### config.mk
export PLATFORM = sky130hd
export DESIGN_NAME = flash_store
export DESIGN_NICKNAME = d
export VERILOG_FILES = /design/src/rtl/flash_store.sv
export SDC_FILE = /design/constraint.sdc
export NUM_CORES = 2
export LEC_CHECK = 0
export ABC_CLOCK_PERIOD_IN_PS = 22600
export BUFFER_PORTS_ARGS = -buffer_cell sky130_fd_sc_hd__clkbuf_2
export CAP_MARGIN = 20
export CORE_AREA = 2 2 765 767
export DETAILED_ROUTE_END_ITERATION = 16
export DIE_AREA = 0 0 767 769
export GPL_ROUTABILITY_DRIVEN = 0
export RECOVER_POWER = 50
export SYNTH_ARGS = -nofsm -noshare
export SYNTH_HDL_FRONTEND = slang
export SYNTH_SLANG_ARGS = --single-unit
### constraint.sdc
create_clock -name clk -period 22.6 [get_ports clk]
set_clock_uncertainty 0.15 [all_clocks]
set_input_delay 4.52 -clock clk [delete_from_list [all_inputs] [get_ports clk]]
set_output_delay 4.52 -clock clk [all_outputs]
set_load 0.01 [all_outputs]
### src/rtl/flash_store.sv
// Flash-side entry store for the password wrapper: timed program/read/erase
// with a busy/ready handshake over a retained array and per-entry valid bits.
module flash_store #(
    parameter int ADDR_W      = 4,
    parameter int DATA_W      = 256,
    parameter int DEPTH       = 16,
    parameter int PROG_CYCLES = 4,
    parameter int READ_CYCLES = 2
) (
    input  logic              clk,
    input  logic              rst,
    input  logic              flash_write,
    input  logic [ADDR_W-1:0] add_flash,
    input  logic [DATA_W-1:0] write_data_flash,
    input  logic              rd_req,
    input  logic [ADDR_W-1:0] rd_addr,
    input  logic              erase_all,
    output logic [DATA_W-1:0] data_flash,
    output logic              rd_valid,
    output logic              ready,
    output logic [ADDR_W-1:0] max_address,
    output logic [ADDR_W:0]   entry_count,
    output logic              write_err
);

    typedef enum logic [1:0] {IDLE, PROG, READ, ERASE} state_t;

    state_t            state_reg, state_next;
    logic [15:0]       cnt_reg, cnt_next;
    logic [ADDR_W-1:0] addr_reg;
    logic [DATA_W-1:0] data_reg;

    logic [DATA_W-1:0] mem [DEPTH];
    logic [DEPTH-1:0]  valid_bits;

    logic accept_prog, accept_read;
    logic prog_done, read_done, erase_clr, erase_done, busy_err;

    always_comb begin
        state_next  = state_reg;
        cnt_next    = cnt_reg;
        accept_prog = 1'b0;
        accept_read = 1'b0;
        prog_done   = 1'b0;
        read_done   = 1'b0;
        erase_clr   = 1'b0;
        erase_done  = 1'b0;
        case (state_reg)
            IDLE: begin
                cnt_next = '0;
                if (erase_all) begin
                    state_next = ERASE;
                end else if (flash_write) begin
                    state_next  = PROG;
                    accept_prog = 1'b1;
                end else if (rd_req) begin
                    state_next  = READ;
                    accept_read = 1'b1;
                end
            end
            PROG: begin
                if (cnt_reg == 16'(PROG_CYCLES - 1)) begin
                    prog_done  = 1'b1;
                    state_next = IDLE;
                    cnt_next   = '0;
                end else begin
                    cnt_next = cnt_reg + 16'd1;
                end
            end
            READ: begin
                if (cnt_reg == 16'(READ_CYCLES - 1)) begin
                    read_done  = 1'b1;
                    state_next = IDLE;
                    cnt_next   = '0;
                end else begin
                    cnt_next = cnt_reg + 16'd1;
                end
            end
            ERASE: begin
                erase_clr = 1'b1;
                if (cnt_reg == 16'(DEPTH - 1)) begin
                    erase_done = 1'b1;
                    state_next = IDLE;
                    cnt_next   = '0;
                end else begin
                    cnt_next = cnt_reg + 16'd1;
                end
            end
            default: begin
                state_next = IDLE;
                cnt_next   = '0;
            end
        endcase
        busy_err = (state_reg != IDLE) && (flash_write || erase_all);
    end

    always_ff @(posedge clk or negedge rst) begin
        if (!rst) begin
            state_reg  <= IDLE;
            cnt_reg    <= '0;
            addr_reg   <= '0;
            data_reg   <= '0;
            data_flash <= '0;
            rd_valid   <= 1'b0;
            write_err  <= 1'b0;
        end else begin
            state_reg <= state_next;
            cnt_reg   <= cnt_next;
            rd_valid  <= read_done;
            if (accept_prog) begin
                addr_reg <= add_flash;
                data_reg <= write_data_flash;
            end else if (accept_read) begin
                addr_reg <= rd_addr;
            end
            if (read_done)
                data_flash <= valid_bits[addr_reg] ? mem[addr_reg] : '0;
            // Erase completion wins over a busy-time error raised on the same edge.
            if (erase_done)
                write_err <= 1'b0;
            else if (busy_err)
                write_err <= 1'b1;
        end
    end

    // Storage is non-volatile: untouched by rst. An aborted op never reaches
    // prog_done/erase_clr because the state register is already forced to IDLE.
    always_ff @(posedge clk) begin
        if (prog_done)
            mem[addr_reg] <= data_reg;
    end

    always_ff @(posedge clk) begin
        if (prog_done)
            valid_bits[addr_reg] <= 1'b1;
        if (erase_clr)
            valid_bits[cnt_reg[ADDR_W-1:0]] <= 1'b0;
    end

    always_comb begin
        entry_count = '0;
        max_address = '0;
        for (int i = 0; i < DEPTH; i++) begin
            entry_count = entry_count + (ADDR_W+1)'(valid_bits[i]);
            if (valid_bits[i])
                max_address = ADDR_W'(i);
        end
    end

    assign ready = (state_reg == IDLE);

endmodule

==> summary.txt <==
Logic synthesis
  – Top post-synthesis cells by area: edfxtp_1 (71%), mux4_2 (13%), dfrtp_1 (7.7%)
  – Cells after Synth: 7633
  – Number of synthesized flops with an enable pin: 4096
  – Main combinational cell family by area after synthesis: multiplexers
  – Synth Flop Type: edfxtp_1
  – Post-Syn Nets: between 7000 and 8000
  – Yosys warns: 0
  – Adder and majority cell fraction of the synthesized area: 0.180%
  – XOR/XNOR share of the synthesized area: less than 1%
  – Yosys top cell area share: 70.8%
  – Synth Area per Inst: 22.8 µm²
  – Mux cell area share after synthesis: 15.0%
  – Post-synth ARST share: between 10% and 20%
  – Simple-gate portion of the synthesized area: less than 1%
  – Mapped Area: 0.174 mm²
  – Unique masters post-synth: 42
  – Area leader, netlist: edfxtp_1
  – Seq/Total Area, Yosys: 78.7%
  – Synth Area in Compound Gates: 4.60%
  – Synth Register Bits: 4648

Final layout
  – Area growth syn-to-layout: 16.0%
  – Proportion of layout cells with a drive suffix above 1: between 30% and 40%
  – Post-route design area: 0.202 mm²
  – Commonest non-fill, non-tap cell in the layout: edfxtp_1
  – FILL cells: around 54000
  – Max reg flops: 4096
  – Nets: 8669
  – Commonest non-fill, non-tap cells in the layout: edfxtp_1 (4096), mux4_2 (1028), clkbuf_2 (535)

Detailed routing
  – Total Wirelength: 447000 µm
  – DR iter-0 viols: 8407
  – Antenna Nets Post-Route: 0
  – Routed vias/inst: 5.08
  – Wire per inst: 27.0 µm
  – Remaining DRCs: 0
  – TritonRoute pass-1 iters: 5
  – Routed vias: 84082

Global route
  – Largest net degree at the start of global routing: 159
  – Aggregate global-route resource usage: 14.6%
  – Total gr overflow: 0
  – Global-route wire length before repair: 638000 µm
  – Initial antenna violation count: 27
  – Vias in the first global route: between 80000 and 90000

Power and ir drop
  – LEAKAGE: 67.2 nW
  – Power per Cell Area: 123 mW/mm²
  – Peak supply drop: 0.106 mV

Clocking
  – CTS clk-pin slew, worst paths: 60 ps
  – Clock Tree Root: clkbuf_16
  – Hold Buf Count CTS: 0
  – Total setup buffers inserted after CTS: 0
  – Clock sinks: 4648
  – CTS max path bufs: 4
  – CTS tree: yes
  – Number of CTS-inserted buffers: 469
  – Htree depth: 5
  – Worst-Skew Late Latency: 1070 ps
  – Resized Gates After CTS: 0

Place
  – Port Buffers: roughly 540
  – Pre-CTS setup slack: 14000 ps
  – Dpl hpwl: between 200000 and 250000 µm
  – Placed Area: 0.186 mm²

Floorplan
  – I/O Pins: 537
  – Core area: 0.581 mm²
  – Initial core utilization: 29.9%
  – Die ar.: 0.590 mm²
  – Die Ht: between 700 and 800 µm
  – DIE WIDTH: 767 µm
  – Rows: 280

Setup path
  – Reg2Reg Setup Slack: 11190 ps
  – CP Class: flip-flop to flip-flop
  – CP Launch Type: flip-flop
  – Worst setup EP type: flip-flop
  – WP data arrival: 11830 ps
  – Worst Path Max Fanout: 77
  – Worst endpoint required time: 23020 ps

Timing
  – Final Cycle Share: a little over 50%
  – Setup slack after layout: 11190 ps
  – Post-route setup TNS: 0 ps
  – Min Tclk post-route: 11410 ps
  – Max Clock Freq: about 88 MHz
  – Final setup vio count: 0
  – Slew @ Worst Pin: 8490 ps
  – Final Hold Viols: 0
  – Max transition margin: -466%
  – Max-slew violation count: around 800
  – RSZ-0062 raised after global routing: no

Run
  – Max-cap violations: 25

Worst hold path
  – HP Class: flip-flop to flip-flop

Run status
  – Status: finished, violations left
  – Failing checks: max-capacitance violations, max-slew violations
stage by stage:
step / power, mW / util (%) / hold WS [ps] / cells
finish: 24.9 / 34.7 / 327 / 16556
global route: 25.9 / 34.7 / 344 / 16550
CTS: 25.1 / 34.7 / 330 / 16547
detailed placement: 17.4 / 32.1 / 316 / 15663
global placement: 17.2 / 32.1 / 312 / 15658
floorplan: 15.5 / - / 345 / 7633
path summary, 6_finish.rpt:
kind / from / endpoint / cells past startpoint
setup / recovery: cnt_reg[6] / mem[0][187] / 9
hold / removal: data_flash[154] / data_flash[154] / 1
setup reg to reg: cnt_reg[6] / mem[0][187] / 9
hold reg to reg: data_flash[154] / data_flash[154] / 1
max in group asynchronous: rst / data_flash[197] / 6
min in group asynchronous: rst / data_reg[84] / 1
layer usage:
layer | up-vias | GRT usage (%) | share of wire (%)
met3 | 593 | 2.26 | 6.9
met5 | - | 0 | 0.0094
met4 | 8 | 3.13 | 2.0
li1 | 34027 | - | -
met2 | 3251 | 24.6 | 49
met1 | 46203 | 20.2 | 42
kinds of logic (layout without fill, tap and decap cells):
family                   after synthesis  count (layout)
AO/OA/AOI/OAI                       1064            1064
buffers and inverters                488            1649
AND/OR/NAND/NOR                      110             110
other                                  0               7
adder cells (fa/ha/maj)               19              19
flip-flops                          4648            4648
multiplexers                        1288            1288
XOR/XNOR                              16              16
Yosys cell counts, types with 9 or more instances:
cell      instances
buf_1            22
a21oi_1           9
ha_1              9
a211oi_1        256
dfxtp_1          16
edfxtp_1       4096
a22oi_1         512
nand3_1          14
dfrtp_1         536
inv_1            22
mux2_2          256
fa_1             10
mux4_2         1028
nand2_1          12
nor3_1           10
xnor2_1           9
a21o_1          257
nor2_1           43
buf_2           163
clkbuf_1        281
o22a_1           16
worst max-delay path, stage by stage (launching register included):
cell and delay (ps):
dfrtp_1 430, nor4_1 510, nand2b_1 190, nor4_1 540, nand2b_1 290, nor3_1 260
clkbuf_1 5600, buf_4 1300, buf_4 690, buf_4 790
cell type report:
type,count,area [µm²],share of cell area (%)
Clock inverter,267,2760,1.37
Tap cell,7755,9700,4.81
Antenna cell,7,17.5,0.00869
Multi-Input combinational cell,2497,35100,17.4
Inverter,22,82.6,0.0410
Clock buffer,617,12700,6.31
Timing Repair Buffer,743,4440,2.20
Sequential cell,4648,137000,67.8
power by group:
part	switching (mW)	total [mW]	leakage, nW	internal [mW]
Combinational	2.71	5.03	15.6	2.32
Clock	3.33	7.70	7.50	4.36
Sequential	1.23	12.1	44.2	10.9
No activity file was read; power rests on OpenSTA's default activity.
